**config.mk**
```make
export PLATFORM = sky130hd
export DESIGN_NAME = mac3_driver
export DESIGN_NICKNAME = d
export VERILOG_FILES = /design/src/rtl/mac3_driver.sv
export SDC_FILE = /design/constraint.sdc
export NUM_CORES = 1
export LEC_CHECK = 0
export CORE_MARGIN = 1
export CORE_UTILIZATION = 44
export CTS_CLUSTER_SIZE = 28
export DETAILED_ROUTE_END_ITERATION = 12
export GPL_ROUTABILITY_DRIVEN = 0
export HOLD_SLACK_MARGIN = 0.02
export PLACE_DENSITY = 0.84
export SYNTH_ARGS = -nofsm -noshare
export SYNTH_HDL_FRONTEND = slang
export SYNTH_SLANG_ARGS = --single-unit
```
**constraint.sdc**
```tcl
create_clock -name clk -period 2.75 [get_ports clk]
set_input_delay 0.6875 -clock clk [delete_from_list [all_inputs] [get_ports clk]]
set_output_delay 0.6875 -clock clk [all_outputs]
set_load 0.02 [all_outputs]
```
**src/rtl/mac3_driver.sv**
```systemverilog
// Upstream controller for a 3-tap MAC: feeds operand beats into the MAC, tracks
// accumulation groups, and returns each group's captured result on a valid/ready stream.
module mac3_driver #(
  parameter int A_WIDTH           = 16,
  parameter int B_WIDTH           = 16,
  parameter int ACCUMULATOR_WIDTH = 32,
  parameter int OUTPUT_WIDTH      = 16,
  parameter int MAX_BEATS         = 64
) (
  input  logic                                clk,
  input  logic                                arst_n_in,
  input  logic                                in_valid,
  output logic                                in_ready,
  input  logic signed [A_WIDTH-1:0]           in_a0,
  input  logic signed [A_WIDTH-1:0]           in_a1,
  input  logic signed [A_WIDTH-1:0]           in_a2,
  input  logic signed [B_WIDTH-1:0]           in_b0,
  input  logic signed [B_WIDTH-1:0]           in_b1,
  input  logic signed [B_WIDTH-1:0]           in_b2,
  input  logic signed [ACCUMULATOR_WIDTH-1:0] in_psum,
  input  logic                                in_last,
  output logic                                mac_input_valid,
  output logic                                mac_accumulate_internal,
  output logic signed [ACCUMULATOR_WIDTH-1:0] mac_partial_sum_in,
  output logic signed [A_WIDTH-1:0]           mac_a0,
  output logic signed [A_WIDTH-1:0]           mac_a1,
  output logic signed [A_WIDTH-1:0]           mac_a2,
  output logic signed [B_WIDTH-1:0]           mac_b0,
  output logic signed [B_WIDTH-1:0]           mac_b1,
  output logic signed [B_WIDTH-1:0]           mac_b2,
  input  logic signed [OUTPUT_WIDTH-1:0]      mac_out,
  output logic                                out_valid,
  input  logic                                out_ready,
  output logic signed [OUTPUT_WIDTH-1:0]      out_data,
  output logic [$clog2(MAX_BEATS+1)-1:0]      out_beats,
  output logic                                err_overflow
);

  localparam int CW = $clog2(MAX_BEATS+1);

  typedef enum logic {FIRST, ACCUM} state_t;

  state_t        state, state_nxt;
  logic [CW-1:0] cnt, cnt_nxt, beat_cnt;
  logic          accept, is_first, close, ovf_hit;

  logic                                vld_p1, acc_int_p1, last_p1;
  logic signed [A_WIDTH-1:0]           a0_p1, a1_p1, a2_p1;
  logic signed [B_WIDTH-1:0]           b0_p1, b1_p1, b2_p1;
  logic signed [ACCUMULATOR_WIDTH-1:0] psum_p1;
  logic [CW-1:0]                       beats_p1, beats_p2;
  logic                                vld_p2;

  // A last beat in flight blocks new beats so the result register is free at capture.
  assign in_ready = arst_n_in & ~last_p1 & ~vld_p2 & ~(out_valid & ~out_ready);
  assign accept   = in_valid & in_ready;

  always_comb begin
    state_nxt = state;
    cnt_nxt   = cnt;
    is_first  = (state == FIRST);
    beat_cnt  = is_first ? CW'(1) : cnt + CW'(1);
    close     = in_last | (beat_cnt == CW'(MAX_BEATS));
    ovf_hit   = accept & ~in_last & (beat_cnt == CW'(MAX_BEATS));
    if (accept) begin
      cnt_nxt   = beat_cnt;
      state_nxt = close ? FIRST : ACCUM;
    end
  end

  always_ff @(posedge clk or negedge arst_n_in) begin
    if (!arst_n_in) begin
      state        <= FIRST;
      cnt          <= '0;
      err_overflow <= 1'b0;
    end else begin
      state <= state_nxt;
      cnt   <= cnt_nxt;
      if (ovf_hit) err_overflow <= 1'b1;
    end
  end

  // Stage p1: registered MAC drive
  always_ff @(posedge clk or negedge arst_n_in) begin
    if (!arst_n_in) begin
      vld_p1     <= 1'b0;
      last_p1    <= 1'b0;
      acc_int_p1 <= 1'b0;
      psum_p1    <= '0;
      a0_p1      <= '0;
      a1_p1      <= '0;
      a2_p1      <= '0;
      b0_p1      <= '0;
      b1_p1      <= '0;
      b2_p1      <= '0;
      beats_p1   <= '0;
    end else begin
      vld_p1  <= accept;
      last_p1 <= accept & close;
      if (accept) begin
        acc_int_p1 <= ~is_first;
        psum_p1    <= is_first ? in_psum : '0;
        a0_p1      <= in_a0;
        a1_p1      <= in_a1;
        a2_p1      <= in_a2;
        b0_p1      <= in_b0;
        b1_p1      <= in_b1;
        b2_p1      <= in_b2;
        beats_p1   <= beat_cnt;
      end
    end
  end

  assign mac_input_valid         = vld_p1;
  assign mac_accumulate_internal = acc_int_p1;
  assign mac_partial_sum_in      = psum_p1;
  assign mac_a0                  = a0_p1;
  assign mac_a1                  = a1_p1;
  assign mac_a2                  = a2_p1;
  assign mac_b0                  = b0_p1;
  assign mac_b1                  = b1_p1;
  assign mac_b2                  = b2_p1;

  // Stage p2: MAC accumulator settles; mac_out is captured at the end of this stage
  always_ff @(posedge clk or negedge arst_n_in) begin
    if (!arst_n_in) begin
      vld_p2   <= 1'b0;
      beats_p2 <= '0;
    end else begin
      vld_p2   <= last_p1;
      beats_p2 <= beats_p1;
    end
  end

  // Result register: holds until the downstream handshake completes
  always_ff @(posedge clk or negedge arst_n_in) begin
    if (!arst_n_in) begin
      out_valid <= 1'b0;
      out_data  <= '0;
      out_beats <= '0;
    end else if (vld_p2) begin
      out_valid <= 1'b1;
      out_data  <= mac_out;
      out_beats <= beats_p2;
    end else if (out_ready) begin
      out_valid <= 1'b0;
    end
  end

endmodule

```
## Word level (Yosys, flattened, before mapping)

Index checks and enable logic that the tools add are counted.
Widths: inputs -> output; s select.

| cells by class | value |
|---|---|
| add/subtract/negate cells | 1 |
| equal/unequal tests | 1 |
| mux-type cells | 5 |
| bitwise logic cells | 14 |
| reductions and logical operators | 1 |

Operator list:

| kind | count |
|---|---|
| $mux 32 | 1 |
| $and 1x1->1 | 8 |
| $add 7x1->7 const B | 1 |
| $eq 7x7->1 const B | 1 |
| $mux 7 | 1 |
| $not 1->1 | 5 |
| $mux 1 | 3 |
| $reduce_bool 2->1 | 1 |
| $or 1x1->1 | 1 |

| word-level totals | value |
|---|---|
| register bits | 172 |
| input bits | 149 |
| output and inout port bits | 156 |

## Depth between registers and ports, before layout

| depth | value |
|---|---|
| depth in word-level cells | 7 |
| depth in mapped cells | 8 |

## Least setup slack after synthesis

Ideal clock, no wire load.

| timing path | value |
|---|---|
| kind | input to output |
| start | input arst_n_in |
| end | output in_ready |
| data arrival time | 1.087 ns |
| slack | 0.976 ns |
| stages on the path | 2 |
| path buffers | 0 |
| cell sequence | nor2b_1 -> and3_1 |

| between the ends | value |
|---|---|
| cells in the longest elaborated chain, start to end | 3 |

Ends and longest elaborated chain:

| what | line | RTL |
|---|---|---|
| from (decl) | 11 | `input logic arst_n_in,` |
| $and 1x1->1 (3 in a row) | 55 | `assign in_ready = arst_n_in & ~last_p1 & ~vld_p2 & ~(out_valid & ~out_ready);` |
| to (decl) | 13 | `output logic in_ready,` |

No other way between the ends.

## Final worst setup path

| timing path | value |
|---|---|
| start | input out_ready |
| end | output in_ready |

| between the ends | value |
|---|---|
| cells in the longest elaborated chain, start to end | 4 |

Ends and longest elaborated chain:

| what | line | RTL |
|---|---|---|
| from (decl) | 33 | `input logic out_ready,` |
| $not 1->1 | 55 |  |
| $and 1x1->1 | 55 |  |
| $not 1->1 | 55 |  |
| $and 1x1->1 | 55 |  |

No other way between the ends.

==> out/qor.yml <==
status:
  outcome: "completed"
pwr:
  peakVddDrop_v: 0.000415
  p_leak_nw: 5.04
  p_per_area_nw_per_um2: 812
logic_synthesis:
  syn-num-nets: 820
  synth_cell_types: 32
  ys_ff_latch: 172
  yosysWarningCount: 0
  postSynthAreaPerCell_um2: 9.73
  yosysSeqAreaShare_pct: 66.0
  postSynthCellCount: 670
  netlist_area_um2: 6520
routing:
  viasPerCell: 4.76
  drt_first_pass_iters: 4
  drc: 0
  drt_iter0_markers: 269
  wl_per_cell_um: 15.2
  wirelength_um: 17600
  postRouteAntennaNets: 0
  vias: 5518
sta:
  final-setup-viol-count: 0
  fin_crit_sh_pct: 84.4
  hold_violations: 0
  fmax_mhz: 431
  relSlewSlack_pct: 40.5
  fin_crit_ns: 2.32
  rsz0062_at_grt: "false"
  tns_ns: 0
  final-max-slew-violation-count: 0
  worst_pin_slew_ns: 0.893
  fin_worst_skew_ns: 0.0108
setup_path:
  arrival_ns: 1.63
  critPathTopFamily: "buffers and inverters"
  critPathMaxStageDelay_ns: 0.44
  criticalPathCategory: "input port to output port"
  worst_setup_path_start_kind: "input port"
  worstPathMaxFanout: 3
  cp-end-kind: "output port"
  crit_required_ns: 2.06
  critPathSlowestCell: "clkdlybuf4s50_1"
  worstPathCellList: "clkdlybuf4s50_1 -> nand2b_1 -> and3_1 -> dlymetal6s2s_1"
  rrSetupSlack_ns: 0.87
  path_buf_inv: 2
layout:
  layout_common_cells: "367 x nand2_1, 302 x clkdlybuf4s50_1, 172 x dfrtp_1"
  antenna-diode-count: 0
  nets: 1112
  area_growth_pct: 59.9
  drive_gt1_share_pct: 6.67
  fillerInstances: 1067
  final_common_cell: "nand2_1"
  postLayoutCellArea_um2: 10400
placed_design:
  hpwlAfterDp_um: 11700
  place_area_um2: 9760
  numPortBuffers: 304
hold_path:
  hold_path_class: "register to register"
clock_network:
  clock_latency_ns: 0.41
  clk_path_buf_depth: 2
  root_buffer: "clkbuf_16"
  clk_pin_slew_ns: 0.06
  cts_htree_levels: 4
  cts_buffers: 17
  cts_sinks: 172
  cts_tree: "built"
  post_cts_buffers: 0
grt:
  grt_antenna_before_repair: 0
  grt_overflow_total: 0
  grt_usage_pct: 23.2
  grt_max_degree: 173
  grt_pass1_wl_um: 27000
  first_global_vias: 5424
floorplan:
  pin_count: 305
  core_area_um2: 14500
  start_util_pct: 45.0
  placementRows: 44
  die_w_um: 124
  dieArea_um2: 15300
  chipHeight_um: 124
job:
  max_cap_viol_count: 0
==> through the flow <==
stage | hold slack, ns | setup slack [ns] | cells | power [mW] | util (%)
after floorplan | 0.354 | 0.976 | 670 | 4.45 | -
after global placement | 0.381 | 0.0558 | 1127 | 5.77 | 67.4
after detailed placement | 0.401 | 0.0440 | 1127 | 5.85 | 67.4
after CTS | 0.411 | 0.0433 | 1159 | 8.53 | 72.0
after global routing | 0.428 | 0.365 | 1159 | 8.89 | 72.0
final | 0.410 | 0.430 | 1159 | 8.46 | 72.0
==> registers in the layout (all words and copies together), names as in the netlist, 16 cells and up <==
| signal | cells |
|---|---|
| mac_b0 | 16 |
| mac_b2 | 16 |
| mac_a0 | 16 |
| mac_partial_sum_in | 32 |
| mac_a1 | 16 |
| mac_a2 | 16 |
| out_data | 16 |
| mac_b1 | 16 |
==> final timing paths <==
check	startpoint	endpoint	cells past startpoint
setup / recovery	out_ready	in_ready	4
hold / removal	last_p1	vld_p2	0
setup reg to reg	cnt[0]	state	5
hold reg to reg	last_p1	vld_p2	0
max in group asynchronous	arst_n_in	mac_a2[3]	2
min in group asynchronous	arst_n_in	mac_partial_sum_in[30]	2
==> worst reg2reg max path: stages (launching register included) <==
cell     delay (ns)
dfrtp_1        0.45
ha_1           0.26
nand2_1        0.08
or3_1          0.33
a211o_1        0.36
o31a_1         0.28
==> cell families after synthesis <==
family                     count (synthesis)  share of synthesized area (%)
AOI/OAI and AO/OA                         11                           1.34
xor gates and xnor gates                   1                          0.134
adders and majority gates                  1                          0.192
buffers and inverters                     41                           2.42
DFF                                      172                           66.0
muxes                                     27                           4.61
and+or+nand+nor                          417                           25.3
==> final cells by class <==
| cell class | instances | area, um2 | area share [%] |
|---|---|---|---|
| clock buffer | 23 | 478 | 4.59 |
| clock inverter | 9 | 184 | 1.76 |
| inverter | 4 | 17.5 | 0.168 |
| timing repair buffer | 310 | 3150 | 30.3 |
| sequential | 172 | 4300 | 41.3 |
| multi-input combinational | 457 | 2060 | 19.7 |
| tap | 184 | 230 | 2.21 |
==> layer usage <==
| metal | global-route usage [%] | wire length, um |
|---|---|---|
| met1 | 27.4 | 6930 |
| met2 | 37.9 | 8650 |
| met3 | 8.93 | 1590 |
| met4 | 9.64 | 438 |
| met5 | 0 | 0 |
==> repair_timing <==
action	in CTS	in global routing
hold buffers	0	0
setup endpoints to repair	0	1
resized for setup	0	1
==> power breakdown <==
part / switching [mW] / internal, mW
sequential: 0.299 / 3.03
combinational: 1.25 / 1.21
clock: 0.973 / 1.69
==> cells in the mapped netlist <==
cell type | instances | area share, %
o31ai_1 | 1 | 0.12
nor2b_1 | 1 | 0.096
nand3_2 | 1 | 0.15
o21ai_0 | 2 | 0.15
nor2_1 | 2 | 0.12
buf_2 | 3 | 0.23
mux2i_1 | 3 | 0.46
or3_1 | 1 | 0.096
or2b_1 | 1 | 0.12
clkbuf_1 | 24 | 1.4
nor3b_1 | 1 | 0.12
nand2b_1 | 4 | 0.38
o31a_1 | 1 | 0.13
dfrtp_1 | 172 | 66
inv_1 | 1 | 0.058
a211o_1 | 1 | 0.13
nand4_1 | 2 | 0.19
buf_1 | 10 | 0.58
a21oi_1 | 1 | 0.077
o41ai_2 | 1 | 0.25
xor2_1 | 1 | 0.13
mux2_2 | 23 | 4.0
nand3_1 | 36 | 2.8
and3_1 | 1 | 0.096
o21a_1 | 1 | 0.12
ha_1 | 1 | 0.19
inv_2 | 3 | 0.17
o21ai_1 | 1 | 0.077
a22o_2 | 1 | 0.15
a22o_1 | 1 | 0.13
mux2_1 | 1 | 0.17
nand2_1 | 367 | 21
(Power assumes the default switching activity.)
==> variant, RTL diff (config.mk and constraints unchanged) <==
Set the parameter `OUTPUT_WIDTH` to 32 (it was 16).
--- a/src/rtl/mac3_driver.sv
+++ b/src/rtl/mac3_driver.sv
@@ -6,3 +6,3 @@
   parameter int ACCUMULATOR_WIDTH = 32,
-  parameter int OUTPUT_WIDTH      = 16,
+  parameter int OUTPUT_WIDTH      = 32,
   parameter int MAX_BEATS         = 64
Ports: changed (resized mac_out and out_data); port bits go from 305 to 337. The function was not compared with the original's and may differ.
==> variant against the unedited design <==
Worst hold slack lost 0.033 ns. Global-route usage grew 0.43 points. First-iteration DRC count grew 39%. Sequential cell count grew 16. Sequential power grew 9.6%. Wire length grew 10%. Setup slack lost 0.36 ns. Cell area grew 8.1%. Area after synthesis grew 9.0%. Total power grew 2.9%. Critical path type unchanged. Largest power group unchanged. Highest routed layer unchanged.
==> variant: results (changes against the unedited design) <==
| Metric | Value |
|---|---|
| Synth async-reset ratio | 1.00 (unchanged) |
| Arr. time, crit path | 1.99 ns (+0.36 ns) |
| Slew HR | 0.339 (-0.0660) |
| Post-CTS setup buffer count | 0 (unchanged) |
| Top area cells in the synthesized netlist | dfrtp_1 (66%), nand2_1 (19%), mux2_2 (6.2%) |
| Layout cells sized above 1 | 0.0798 (+0.0131) |
| Vias in the first global route | 6,072 (+12%) |
| Sequential area share after synthesis | 0.662 (+0.00169) |
| GRT Overall Usage | 0.236 (+0.00426) |
| Drt total wl | 19.4 mm (+10%) |
| Post-layout nets | 1,195 (+7.5%) |
| Final std cells w/o fill | 1,256 (+8.4%) |
| H-tree depth | 4 (unchanged) |
| CP max stage delay | 0.59 ns (+0.15 ns) |
| HP Class | reg -> reg |
| Max_cap viols | 0 (unchanged) |
| DRT iter0 DRCs | 374 (+39%) |
| Cells after synthesis | 703 (+4.9%) |
| CP top delay family | buffers and inverters |
| HPWL after DPL | 13.6 mm (+16%) |
| Clock Tree Root | clkbuf_16 |
| Pre-CTS setup slack | 0.0736 ns (+0.0296 ns) |
| Drt via density | 4.81 (+1.1%) |
| Area after DPL | 10,700 sq um (+9.9%) |
| Detailed Routing Iterations Pass 1 | 4 (unchanged) |
| Slowest CP cell | clkdlybuf4s50_1 |
| Synth Net Count | 869 (+6.0%) |
| Most frequent cells after synthesis | nand2_1 (367), dfrtp_1 (188), mux2_2 (39) |
| LEAKAGE | 5.36 nW (+6.3%) |
| First-pass GRT wire length | 30.2 mm (+12%) |
| Status | finished clean |
| Crit path max fanout | 2 (-1) |
| Port Buf Inserts | 336 (+11%) |
| Setup Skew | 0.00827 ns (-0.00253 ns) |
| Diode count | 0 (unchanged) |
| IR drop worst, VDD | 0.388 mV (-6.4%) |
| Initial antenna violation count | 0 (unchanged) |
| Largest net degree at the start of global routing | 189 (+9.2%) |
[variant: layout make-up]
class / count / area, sq um
Clock buffer: 20 / 447
Clock inverter: 10 / 93.8
Fill cell: 1165 / 4560
Inverter: 4 / 17.5
Multi-Input combinational cell: 473 / 2240
Sequential cell: 188 / 4700
Tap cell: 216 / 270
Timing Repair Buffer: 345 / 3500
[variant: kinds of logic (layout without fill, tap and decap cells)]
logic type                 count (synthesis)  after routing  share of synthesized area
xor gates and xnor gates                   1              1                    0.00123
muxes                                     43             43                     0.0676
AOI/OAI and AO/OA                         11             11                     0.0123
adders and majority gates                  1              1                    0.00176
and+or+nand+nor                          417            417                      0.232
DFF                                      188            188                      0.662
buffers and inverters                     42            379                     0.0232
[variant: where the power goes]
group	internal, mW	total, mW	leakage [nW]	switching (mW)
clock	1.26	2.29	0.259	1.03
combinational	1.38	2.77	2.75	1.39
sequential	3.33	3.65	2.35	0.321
total	5.96	8.70	5.36	2.74
[variant: routing by layer]
layer	vias up	part of all wire	GRT usage
li1	2858	-	-
met1	2910	0.38	0.266
met2	233	0.51	0.414
met3	44	0.075	0.0747
met4	0	0.030	0.102
met5	-	0	0
[variant: path summary, 6_finish.rpt]
kind | startpoint | endpoint | slack, ns | cells past startpoint
setup / recovery | out_ready | in_ready | 0.07 | 4
hold / removal | last_p1$_DFF_PN0_ | vld_p2$_DFF_PN0_ | 0.38 | 0
setup reg to reg | cnt[0]$_DFFE_PN0P_ | err_overflow$_DFFE_PN0P_ | 0.88 | 5
hold reg to reg | last_p1$_DFF_PN0_ | vld_p2$_DFF_PN0_ | 0.38 | 0
max in group asynchronous | arst_n_in | mac_b2[15]$_DFFE_PN0P_ | 1.54 | 2
min in group asynchronous | arst_n_in | mac_a2[2]$_DFFE_PN0P_ | 0.49 | 2
